$ cat config.mk
export PLATFORM = sky130hd
export DESIGN_NAME = teclado_escaner
export DESIGN_NICKNAME = d
export VERILOG_FILES = /design/src/rtl/teclado_pkg.sv /design/src/rtl/teclado_mapa.sv /design/src/rtl/teclado_escaner.sv
export SDC_FILE = /design/constraint.sdc
export NUM_CORES = 1
export LEC_CHECK = 0
export CAP_MARGIN = 15
export CORE_MARGIN = 8
export CORE_UTILIZATION = 61
export CTS_BUF_LIST = sky130_fd_sc_hd__clkbuf_4
export DETAILED_ROUTE_END_ITERATION = 12
export GPL_ROUTABILITY_DRIVEN = 0
export PLACE_DENSITY = 0.82
export REMOVE_ABC_BUFFERS = 1
export SKIP_LAST_GASP = 1
export SYNTH_ARGS = -nofsm -noshare
export SYNTH_HDL_FRONTEND = slang
export SYNTH_SLANG_ARGS = --single-unit
$ cat constraint.sdc
create_clock -name clk -period 2.9 [get_ports clk]
set_clock_uncertainty 0.15 [all_clocks]
set_input_delay 0.58 -clock clk [delete_from_list [all_inputs] [get_ports clk]]
set_output_delay 0.58 -clock clk [all_outputs]
set_load 0.02 [all_outputs]
$ cat src/rtl/teclado_pkg.sv
// teclado_pkg: key codes, scanner FSM states and the telephone-layout key map
package teclado_pkg;
  localparam logic [3:0] TEC_A   = 4'hA;
  localparam logic [3:0] TEC_B   = 4'hB;
  localparam logic [3:0] TEC_C   = 4'hC;
  localparam logic [3:0] TEC_D   = 4'hD;
  localparam logic [3:0] TEC_AST = 4'hE;
  localparam logic [3:0] TEC_NUM = 4'hF;
  typedef enum logic [2:0] {SCAN, DEB_PRESS, EMIT, HOLD, DEB_REL} estado_t;
  function automatic logic [3:0] mapa_tel(input logic [3:0] i);
    logic [3:0] tabla [16];
    tabla = '{4'h1, 4'h2, 4'h3, TEC_A, 4'h4, 4'h5, 4'h6, TEC_B,
              4'h7, 4'h8, 4'h9, TEC_C, TEC_AST, 4'h0, TEC_NUM, TEC_D};
    return tabla[i];
  endfunction
endpackage

$ cat src/rtl/teclado_mapa.sv
// teclado_mapa: combinational raw index to key code translation
module teclado_mapa
  import teclado_pkg::*;
#(
  parameter int IDX_W   = 4,
  parameter bit MAPA_EN = 1
) (
  input  logic [IDX_W-1:0] indice,
  output logic [IDX_W-1:0] codigo
);
  if (MAPA_EN) begin : g_mapa
    assign codigo = IDX_W'(mapa_tel(4'(indice)));
  end else begin : g_directo
    assign codigo = indice;
  end
endmodule

$ cat src/rtl/teclado_escaner.sv
// teclado_escaner: matrix keypad scanner with synchronised, debounced press/release and one event per press
module teclado_escaner
  import teclado_pkg::*;
#(
  parameter int FILAS           = 4,
  parameter int COLUMNAS        = 4,
  parameter int SCAN_DIV        = 1000,
  parameter int DEBOUNCE_CYCLES = 20000,
  parameter bit MAPA_EN         = 1,
  parameter int IDX_W           = $clog2(FILAS*COLUMNAS)
) (
  input  logic                clk,
  input  logic                rst,
  input  logic [FILAS-1:0]    filas_n,
  output logic [COLUMNAS-1:0] columnas_n,
  output logic [IDX_W-1:0]    indice,
  output logic [IDX_W-1:0]    codigo,
  output logic                tecla_valida,
  output logic                tecla_presionada
);
  localparam int ROW_W = FILAS > 1 ? $clog2(FILAS) : 1;
  localparam int COL_W = COLUMNAS > 1 ? $clog2(COLUMNAS) : 1;
  localparam int DIV_W = $clog2(SCAN_DIV);
  localparam int DEB_W = $clog2(DEBOUNCE_CYCLES);
  if (MAPA_EN && (FILAS != 4 || COLUMNAS != 4)) begin : g_err
    $error("teclado_escaner: MAPA_EN=1 requires a 4x4 keypad");
  end
  estado_t estado, estado_n;
  logic [FILAS-1:0] s1, filas_s, patron, patron_n;
  logic [COL_W-1:0] col, col_n, col_sig;
  logic [DIV_W-1:0] cnt_div, cnt_div_n;
  logic [DEB_W-1:0] cnt_deb, cnt_deb_n;
  logic [ROW_W-1:0] fila_sel;
  logic [IDX_W-1:0] idx_lat, idx_n, codigo_map;
  logic libre, fin_div, fin_deb;
  assign libre   = &filas_s;
  assign fin_div = cnt_div == DIV_W'(SCAN_DIV-1);
  assign fin_deb = cnt_deb == DEB_W'(DEBOUNCE_CYCLES-1);
  assign col_sig = col == COL_W'(COLUMNAS-1) ? '0 : col + 1'b1;
  assign columnas_n = ~(COLUMNAS'(1) << col);
  teclado_mapa #(.IDX_W(IDX_W), .MAPA_EN(MAPA_EN)) u_mapa (.indice(idx_lat), .codigo(codigo_map));
  // lowest-index low row wins when several rows are pressed together
  always_comb begin
    fila_sel = '0;
    for (int i = FILAS-1; i >= 0; i--) if (!filas_s[i]) fila_sel = ROW_W'(i);
  end
  always_comb begin
    estado_n  = estado;
    col_n     = col;
    cnt_div_n = cnt_div;
    cnt_deb_n = cnt_deb;
    patron_n  = patron;
    idx_n     = idx_lat;
    case (estado)
      SCAN: begin
        cnt_div_n = fin_div ? '0 : cnt_div + 1'b1;
        if (fin_div && !libre) begin
          estado_n  = DEB_PRESS;
          patron_n  = filas_s;
          cnt_deb_n = '0;
          idx_n     = IDX_W'(fila_sel) * IDX_W'(COLUMNAS) + IDX_W'(col);
        end else if (fin_div) col_n = col_sig;
      end
      DEB_PRESS: begin
        if (filas_s != patron) begin
          estado_n = SCAN;
          col_n    = col_sig;
        end else if (fin_deb) estado_n = EMIT;
        else cnt_deb_n = cnt_deb + 1'b1;
      end
      EMIT: estado_n = HOLD;
      HOLD: begin
        estado_n  = libre ? DEB_REL : HOLD;
        cnt_deb_n = '0;
      end
      DEB_REL: begin
        if (!libre) cnt_deb_n = '0;
        else if (fin_deb) begin
          estado_n = SCAN;
          col_n    = col_sig;
        end else cnt_deb_n = cnt_deb + 1'b1;
      end
      default: estado_n = SCAN;
    endcase
  end
  always_ff @(posedge clk or posedge rst) begin
    if (rst) begin
      s1               <= '1;
      filas_s          <= '1;
      estado           <= SCAN;
      col              <= '0;
      cnt_div          <= '0;
      cnt_deb          <= '0;
      patron           <= '1;
      idx_lat          <= '0;
      indice           <= '0;
      codigo           <= '0;
      tecla_valida     <= 1'b0;
      tecla_presionada <= 1'b0;
    end else begin
      s1               <= filas_n;
      filas_s          <= s1;
      estado           <= estado_n;
      col              <= col_n;
      cnt_div          <= cnt_div_n;
      cnt_deb          <= cnt_deb_n;
      patron           <= patron_n;
      idx_lat          <= idx_n;
      tecla_valida     <= estado_n == EMIT;
      tecla_presionada <= estado_n inside {EMIT, HOLD, DEB_REL};
      if (estado_n == EMIT) begin
        indice <= idx_lat;
        codigo <= codigo_map;
      end
    end
  end
endmodule

==> results.json, run 1 <==
{
  "ys.flop_type": "dfrtp_1",
  "yosysUniqueCellTypes": 53,
  "synth-edff-count": 0,
  "drt_first_pass_iters": 4,
  "cp-end-kind": "flip-flop",
  "h-tree-depth": 2,
  "postCtsHoldBufs": 0,
  "synth_top_area_share": 0.369,
  "holdWs_ps": 216,
  "antenna_cells": 0,
  "num-fill-cells": 342,
  "cp-start-kind": "flip-flop",
  "die_area_um2": 7390,
  "drive_gt1_frac": 0.161,
  "routed_via_density": 6.18,
  "antenna_found_initial": 0,
  "cp_data_required_time_ps": 3020,
  "post-cts-setup-buffers": 0,
  "ys_top_cells_by_count": "dfrtp_1 (44), nand2_1 (31), a21oi_1 (21)",
  "ctsResizeCount": 0,
  "power.internal_uw": 901,
  "fin_nets": 326,
  "slew_headroom": 0.633,
  "p_sw_frac": 0.232,
  "finalSetupTns_ps": 0,
  "route.vias.total": 2336,
  "yosys_warnings": 0,
  "rows": 25,
  "crit_fanout": 6,
  "max_slew.worst_pin.slew_ps": 551,
  "ys_seq_area_frac": 0.475,
  "p_clk_frac": 0.295,
  "p_sw_uw": 272,
  "synthSimpleGateAreaFrac": 0.208,
  "ys_seq_elements": 56,
  "r2r_slack_ps": 340,
  "clockRootBuffer": "clkbuf_4",
  "cts_made_buffers": 5,
  "io_pins": 20,
  "period_needed_ps": 2560,
  "p_per_area_nw_per_um2": 358,
  "power.leakage_nw": 1.38,
  "antenna_left": 0,
  "grt.overflow.total": 0,
  "post-dp-hpwl_mm": 4.09,
  "outcome": "completed",
  "final-seq-area_um2": 1420,
  "clock-sinks": 56,
  "synthXorXnorAreaFrac": 0.0176,
  "crit_type": "reg2reg",
  "syn2layout_area_growth_pct": 9.69,
  "synth_top_family_by_area": "simple AND/OR/NAND/NOR gates",
  "die_x_um": 85.9,
  "initial_core_util": 0.632,
  "power_frac_seq": 0.680,
  "finalCritPeriodShare": 0.884,
  "synthMuxAreaShare": 0.0449,
  "clk_latency_ps": 370,
  "synth_area_um2": 2980,
  "synth.most_common_cell": "dfrtp_1",
  "routedWlPerCell_um": 15.3,
  "cts_buffer_depth": 2,
  "setup_violations": 0,
  "hold_viol_final": 0,
  "syn_avg_cell_area_um2": 10.2,
  "async_reset_ff_frac": 1.00,
  "yosysTopAreaCell": "dfrtp_1",
  "grt_max_degree": 31,
  "synth_area_leaders": "dfrtp_1 (37%), dfstp_2 (11%), ha_1 (4.2%)",
  "ir_worst_vdd_mv": 0.248,
  "combPwrFrac": 0.025,
  "drv_cap": 0,
  "cts_tree": "yes",
  "multi_input_area_um2": 1440,
  "finalMaxSlewViolations": 0,
  "grtUsageTotal": 0.169,
  "drt-initial-drc-count": 175,
  "min_path_type": "reg2reg",
  "arrival_ps": 2690,
  "grt_pass1_wl_mm": 10.3,
  "max_freq_ghz": 0.390,
  "core_area_um2": 4720,
  "syn_inst": 293,
  "synth_fa_ha_area_frac": 0.0419,
  "synth-compound-area-share": 0.169,
  "die_h_um": 85.9,
  "fin_util": 0.693,
  "clkSlewWorstSetupHoldPaths_ps": 160,
  "grt_setup_unrepaired": "false",
  "drt-total-wl_mm": 5.78,
  "grt_pass1_vias": 2213,
  "drcViolationCount": 0,
  "portBuffers": 19
}
cell type report:
type,instances,share of cell area
clock buffer,5,0.0115
clock inverter,3,0.00612
inverter,14,0.0161
multi-input combinational,209,0.438
sequential,56,0.433
tap,67,0.0256
timing repair buffer,24,0.0696
path summary, 6_finish.rpt:
check | from | endpoint | cells past startpoint
min | s1[2] | filas_s[2] | 0
max in group asynchronous | rst | filas_s[3] | 3
max | cnt_div[0] | col[0] | 6
max reg2reg | cnt_div[0] | col[0] | 6
min reg2reg | s1[2] | filas_s[2] | 0
min in group asynchronous | rst | col[1] | 2
per-layer routing:
| metal | global-route usage | share of wire | vias up |
|---|---|---|---|
| met4 | 0.0494 | 0.0088 | 0 |
| met2 | 0.275 | 0.50 | 50 |
| met5 | 0 | 0 | - |
| met1 | 0.220 | 0.45 | 1167 |
| met3 | 0.0353 | 0.041 | 4 |
| li1 | - | - | 1115 |
cells by family (layout without fill, tap and decap cells):
logic type	count (synthesis)	after routing
buffers and inverters	28	46
AND/OR/NAND/NOR	103	103
multiplexers	12	12
AO/OA/AOI/OAI	78	78
flip-flops	56	56
XOR/XNOR	6	6
adder cells (fa/ha/maj)	10	10
critical path, cell delays in order (launching register included):
cell	delay, ps
dfrtp_1	430
ha_1	230
nand3_2	190
o31ai_2	480
a21oi_1	130
or4_1	530
mux2_1	330
cells in the final DEF (no fill, tap or decap), types with 2 or more instances in the layout:
cell type,Yosys,layout
dfstp_2,12,12
o21ai_0,16,16
mux2_1,2,2
o211ai_1,8,8
or4_1,12,12
nor2_1,10,10
nand2b_1,3,3
nand2_1,31,31
nor2b_1,2,2
a31o_2,2,2
nor3_1,6,6
o21ai_1,4,4
mux2_2,9,9
xnor2_1,6,6
clkbuf_4,0,5
nor4_4,2,2
or3_1,4,4
ha_1,10,10
and3_1,4,4
clkdlybuf4s50_1,0,19
and4_1,2,2
nand4_1,7,7
inv_1,14,13
a41oi_1,2,2
dfrtp_1,44,44
o2111ai_1,2,2
a21oi_1,21,21
buf_4,0,5
a211oi_1,2,2
o31ai_1,14,14
nand3_1,8,8
registers in the layout, summed over array words and instances, names as in the netlist, 3 cells and up:
signal,flops
s1,4
idx_lat,4
indice,4
patron,4
estado,3
cnt_div,10
cnt_deb,15
codigo,4
filas_s,4
stage by stage:
| stage | power, mW | instance area [um^2] | cells | setup WS, ps |
|---|---|---|---|---|
| 3_5_place_dp | 0.842 | 3220 | 370 | 377 |
| 5_1_grt | 1.22 | 3270 | 378 | 175 |
| 4_1_cts | 1.19 | 3270 | 378 | 343 |
| 2_1_floorplan | 0.826 | 2900 | 279 | 322 |
| 3_3_place_gp | 0.841 | 3220 | 370 | 470 |
| 6_report | 1.17 | 3270 | 378 | 336 |
power by group through the flow:
stage / sequential (mW) / combinational, mW / clock [mW]
floorplan: 0.810 / 0.0169 / 0
global placement: 0.810 / 0.0309 / 0
detailed placement: 0.811 / 0.0312 / 0
CTS: 0.797 / 0.0313 / 0.362
global route: 0.798 / 0.0343 / 0.385
finish: 0.797 / 0.0299 / 0.345
Power figures use the tool's default switching activity.
==> run 2, diff against run 1 <==
--- a/config.mk
+++ b/config.mk
@@ -16,4 +16,5 @@
 export SKIP_LAST_GASP = 1
 export SYNTH_ARGS = -nofsm -noshare
 export SYNTH_HDL_FRONTEND = slang
+export SYNTH_HIERARCHICAL = 1
 export SYNTH_SLANG_ARGS = --single-unit
==> results.json, run 2 <==
{
  "grt.overflow.total": 0,
  "slew_headroom": 0.348,
  "routed_via_density": 6.09,
  "layout_common_cells": "dfrtp_1 (44), nand2_1 (24), a21oi_1 (20), clkdlybuf4s50_1 (19)",
  "ys_seq_elements": 56,
  "initial_core_util": 0.625,
  "dp.cells": 348,
  "antenna_cells": 0,
  "ys_seq_area_frac": 0.483,
  "critPathLaunch": "filas_s[2]",
  "grt_pass1_wl_mm": 9.39,
  "cts_made_buffers": 5,
  "async_reset_ff_frac": 1.00,
  "max_freq_ghz": 0.373,
  "holdWs_ps": 217,
  "r2r_slack_ps": 220,
  "post-cts-setup-buffers": 0,
  "route.vias.total": 2169,
  "ff2ff_path_depth": 5,
  "drive_gt1_frac": 0.136,
  "min_path_type": "reg2reg",
  "syn_avg_cell_area_um2": 10.4,
  "finalSetupTns_ps": 0,
  "cp_data_required_time_ps": 3020,
  "h-tree-depth": 2,
  "syn2layout_area_growth_pct": 11.2,
  "finalMaxSlewViolations": 0,
  "stdcell_count": 356,
  "grt_setup_unrepaired": "false",
  "arrival_ps": 2800,
  "die_area_um2": 7290,
  "fin_util": 0.695,
  "rows": 25,
  "drt-initial-drc-count": 178,
  "period_needed_ps": 2680,
  "cp-start-kind": "flip-flop",
  "synth_area_um2": 2930,
  "largest_register": "cnt_deb",
  "ir_worst_vdd_mv": 0.300,
  "cts_buffer_depth": 2,
  "routedWlPerCell_um": 14.7,
  "io_pins": 20,
  "drt-total-wl_mm": 5.25,
  "ctsResizeCount": 0,
  "biggestRegsByFlops": "cnt_deb x15, cnt_div x10",
  "crit_type": "reg2reg",
  "clockRootBuffer": "clkbuf_4",
  "synth-edff-count": 0,
  "max_slew.worst_pin.slew_ps": 978,
  "clkSlewWorstSetupHoldPaths_ps": 160,
  "grtUsageTotal": 0.155,
  "syn_inst": 281,
  "cp-end-kind": "flip-flop",
  "finalCritPeriodShare": 0.924,
  "fin_nets": 318,
  "yosysUniqueCellTypes": 47,
  "antenna_left": 0,
  "yosysTopAreaCell": "dfrtp_1",
  "drt_first_pass_iters": 4,
  "portBuffers": 19,
  "ys.flop_type": "dfrtp_1",
  "crit_fanout": 8,
  "clock-sinks": 56,
  "power.leakage_nw": 1.37,
  "hold_viol_final": 0,
  "largest_register_ffs": 15,
  "core_area_um2": 4690,
  "r2r_end": "codigo[0]",
  "die_h_um": 85.4,
  "cts_tree": "yes",
  "outcome": "completed",
  "ys_top_cells_by_count": "dfrtp_1 (44), nand2_1 (24), a21oi_1 (20)",
  "synth_top_area_share": 0.375,
  "die_x_um": 85.4,
  "setup_violations": 0,
  "p_per_area_nw_per_um2": 384,
  "antenna_found_initial": 0,
  "final_common_cell": "dfrtp_1",
  "grt_max_degree": 57,
  "synth_area_leaders": "dfrtp_1 (38%), dfstp_2 (11%), ha_1 (4.7%)",
  "synth.most_common_cell": "dfrtp_1",
  "timing.rr.start": "filas_s[2]",
  "yosys_warnings": 6,
  "cp-endpoint": "codigo[0]",
  "post-dp-hpwl_mm": 3.77,
  "grt_pass1_vias": 2080,
  "drv_cap": 0,
  "finalPower_mw": 1.25,
  "drcViolationCount": 0,
  "postCtsHoldBufs": 0,
  "clk_latency_ps": 370
}
## run 2: cells by family after synthesis
kind of cell | count (synthesis) | synth area share
adders and majority gates | 11 | 0.0469
buffers and inverters | 29 | 0.0431
muxes | 20 | 0.0776
xor gates and xnor gates | 10 | 0.0298
and+or+nand+nor | 95 | 0.188
AOI/OAI and AO/OA | 60 | 0.132
DFF | 56 | 0.483
## run 2: routing by layer
| layer | global-route usage | wire (um) |
|---|---|---|
| met5 | 0 | 0 |
| met4 | 0.0510 | 42 |
| met3 | 0.0347 | 233 |
| met2 | 0.251 | 2580 |
| met1 | 0.200 | 2400 |
## run 2: worst max-delay path: stages, from the launching register on
cell and delay [ps]:
dfstp_2 620, xor2_1 120, nor4_4 450, nand2_1 160
or4_1 680, mux2_1 400
## run 2: per-stage QoR
stage / instance area, um^2 / setup slack (ps)
after floorplan: 2870 / 130
after global placement: 3180 / 322
after detailed placement: 3180 / 264
after CTS: 3260 / 222
after global routing: 3260 / 15.7
final: 3260 / 220
## run 2: where the power goes
part | internal (mW) | total [mW] | switching, mW
Sequential | 0.792 | 0.798 | 0.00558
Combinational | 0.00986 | 0.0299 | 0.0200
Clock | 0.185 | 0.425 | 0.240
## run 2: final cells by class
| cell class | instances | area [um^2] |
|---|---|---|
| well taps | 54 | 67.6 |
| clock buffers | 5 | 37.5 |
| multi-input cells | 196 | 1390 |
| flip-flops and latches | 56 | 1420 |
| fillers | 366 | 1430 |
| inverters | 16 | 60.1 |
| clock inverters | 3 | 47.5 |
| repair buffers | 26 | 243 |
## run 2: how the worst min path moves through the flow
stage          start    endpoint  slack (ps)  cells past startpoint
6_report       s1[0]  filas_s[0]         220                      0
5_1_grt        s1[1]  filas_s[1]         220                      0
4_1_cts        s1[0]  filas_s[0]         220                      0
3_5_place_dp   s1[1]  filas_s[1]         200                      0
3_3_place_gp   s1[3]  filas_s[3]         200                      0
2_1_floorplan  s1[0]  filas_s[0]         200                      0
==> run 3, diff against run 2 <==
--- a/config.mk
+++ b/config.mk
@@ -7,13 +7,15 @@
 export LEC_CHECK = 0
 export CAP_MARGIN = 15
 export CORE_MARGIN = 8
-export CORE_UTILIZATION = 61
+export CORE_UTILIZATION = 66
 export CTS_BUF_LIST = sky130_fd_sc_hd__clkbuf_4
 export DETAILED_ROUTE_END_ITERATION = 12
 export GPL_ROUTABILITY_DRIVEN = 0
-export PLACE_DENSITY = 0.82
+export HOLD_SLACK_MARGIN = 0.15
+export PLACE_DENSITY = 0.88
 export REMOVE_ABC_BUFFERS = 1
 export SKIP_LAST_GASP = 1
+export SLEW_MARGIN = 0
 export SYNTH_ARGS = -nofsm -noshare
 export SYNTH_HDL_FRONTEND = slang
 export SYNTH_HIERARCHICAL = 1
==> constraint.sdc (replaced) <==
create_clock -name clk -period 3.1 [get_ports clk]
set_clock_uncertainty 0.15 [all_clocks]
set_input_delay 0.62 -clock clk [delete_from_list [all_inputs] [get_ports clk]]
set_output_delay 0.62 -clock clk [all_outputs]
set_load 0.02 [all_outputs]
==> results.json, run 3 (synthesis results as in run 2) <==
{
  "grt.overflow.total": 0,
  "grt_setup_unrepaired": "false",
  "hold_end": "filas_s[2]",
  "drcViolationCount": 0,
  "initial_core_util": 0.679,
  "rows": 24,
  "syn2layout_area_growth_pct": 9.51,
  "die_x_um": 82.7,
  "power.internal_uw": 843,
  "postCtsHoldBufs": 0,
  "portBuffers": 19,
  "largest_register_ffs": 15,
  "finalPower_mw": 1.11,
  "finalWorstSetupSlack_ps": 430,
  "grt_pass1_wl_mm": 9.44,
  "largest_register": "cnt_deb",
  "drt-total-wl_mm": 5.47,
  "p_per_area_nw_per_um2": 344,
  "grtUsageTotal": 0.173,
  "holdWs_ps": 219,
  "outcome": "completed",
  "finalMaxSlewViolations": 0,
  "clkSlewWorstSetupHoldPaths_ps": 160,
  "finalCritPeriodShare": 0.861,
  "min_path_type": "reg2reg",
  "final_common_cell": "dfrtp_1",
  "period_needed_ps": 2670,
  "layout_common_cells": "dfrtp_1 (44), nand2_1 (24), a21oi_1 (20), clkdlybuf4s50_1 (19)",
  "drt_first_pass_iters": 4,
  "post-dp-hpwl_mm": 3.98,
  "r2r_end": "indice[3]",
  "drv_cap": 0,
  "post-cts-setup-buffers": 0,
  "finish.instance_area_um2": 3210,
  "timing.rr.start": "filas_s[2]",
  "die_area_um2": 6840,
  "cts_made_buffers": 5,
  "ir_worst_vdd_mv": 0.337,
  "arrival_ps": 2810,
  "p_sw_frac": 0.238,
  "clk_latency_ps": 380,
  "antenna_found_initial": 0,
  "hp-start": "s1[2]",
  "finalSetupTns_ps": 0,
  "die_h_um": 82.7,
  "num-fill-cells": 311,
  "cts_tree": "yes",
  "cp-end-kind": "flip-flop",
  "cp_data_required_time_ps": 3240,
  "crit_fanout": 8,
  "crit_type": "reg2reg",
  "drt-initial-drc-count": 183,
  "setup_violations": 0,
  "ctsResizeCount": 0,
  "fin_nets": 315,
  "combPwrFrac": 0.027,
  "p_sw_uw": 263,
  "dp_slack_ps": 428,
  "routedWlPerCell_um": 15.6,
  "antenna_cells": 0,
  "max_freq_ghz": 0.374,
  "core_area_um2": 4320,
  "p_clk_frac": 0.299,
  "place_area_um2": 3150,
  "grt_max_degree": 35,
  "cp-start-kind": "flip-flop",
  "max_slew.worst_pin.slew_ps": 1010,
  "r2r_slack_ps": 430,
  "power_frac_seq": 0.674,
  "ff2ff_path_depth": 5,
  "power.leakage_nw": 1.35,
  "grt_pass1_vias": 2016,
  "drive_gt1_frac": 0.127,
  "route.vias.total": 2185,
  "hold_viol_final": 0,
  "clockRootBuffer": "clkbuf_4",
  "routed_via_density": 6.23,
  "clock-sinks": 56,
  "antenna_left": 0,
  "cts_buffer_depth": 2,
  "biggestRegsByFlops": "cnt_deb x15, cnt_div x10",
  "slew_headroom": 0.328,
  "h-tree-depth": 2,
  "io_pins": 20,
  "min_path_cells": 0
}
[run 3: cell count changes in the layout (fill, tap and decap cells not counted)]
cell / previous run / this run
clkinv_2: 0 / 1
bufinv_16: 1 / 0
inv_6: 0 / 1
buf_4: 7 / 4
clkinv_4: 2 / 1
[run 3: layer usage]
layer  share of wire  global-route usage  wire [um]
met1            0.46               0.235       2540
met2            0.48               0.273       2650
met3           0.037              0.0368        203
met4           0.014              0.0500         78
met5               0                   0          0
[run 3: through the flow]
step | utilization | cells
2_1_floorplan | - | 268
3_3_place_gp | 0.729 | 343
3_5_place_dp | 0.729 | 343
4_1_cts | 0.743 | 351
5_1_grt | 0.743 | 351
6_report | 0.743 | 351
[run 3: power by group through the flow]
stage	registers [mW]	clock network (mW)	logic (mW)
3_3_place_gp	0.758	0	0.0302
4_1_cts	0.746	0.333	0.0307
3_5_place_dp	0.759	0	0.0306
2_1_floorplan	0.757	0	0.0171
5_1_grt	0.747	0.364	0.0341
6_report	0.746	0.331	0.0295
[run 3: final cells by class]
type / instances / area [um^2] / share of cell area
inverter: 16 / 60.1 / 0.0187
clock buffer: 5 / 37.5 / 0.0117
clock inverter: 3 / 22.5 / 0.00701
multi-input combinational: 196 / 1390 / 0.433
timing repair buffer: 23 / 220 / 0.0685
tap: 52 / 65.1 / 0.0202
sequential: 56 / 1420 / 0.441
[run 3: critical path, stage by stage (launching register included)]
cell	delay, ps
dfstp_2	620
xor2_1	110
nor4_4	420
nand2_1	170
or4_1	710
mux2_1	390
[run 3: worst max-delay path by stage]
| stage | from | endpoint | cells past startpoint |
|---|---|---|---|
| floorplan | estado[2] | col[0] | 5 |
| global placement | filas_s[2] | indice[1] | 5 |
| detailed placement | filas_s[2] | indice[3] | 5 |
| CTS | filas_s[2] | indice[3] | 5 |
| global route | filas_s[2] | cnt_deb[13] | 5 |
| finish | filas_s[2] | indice[3] | 5 |
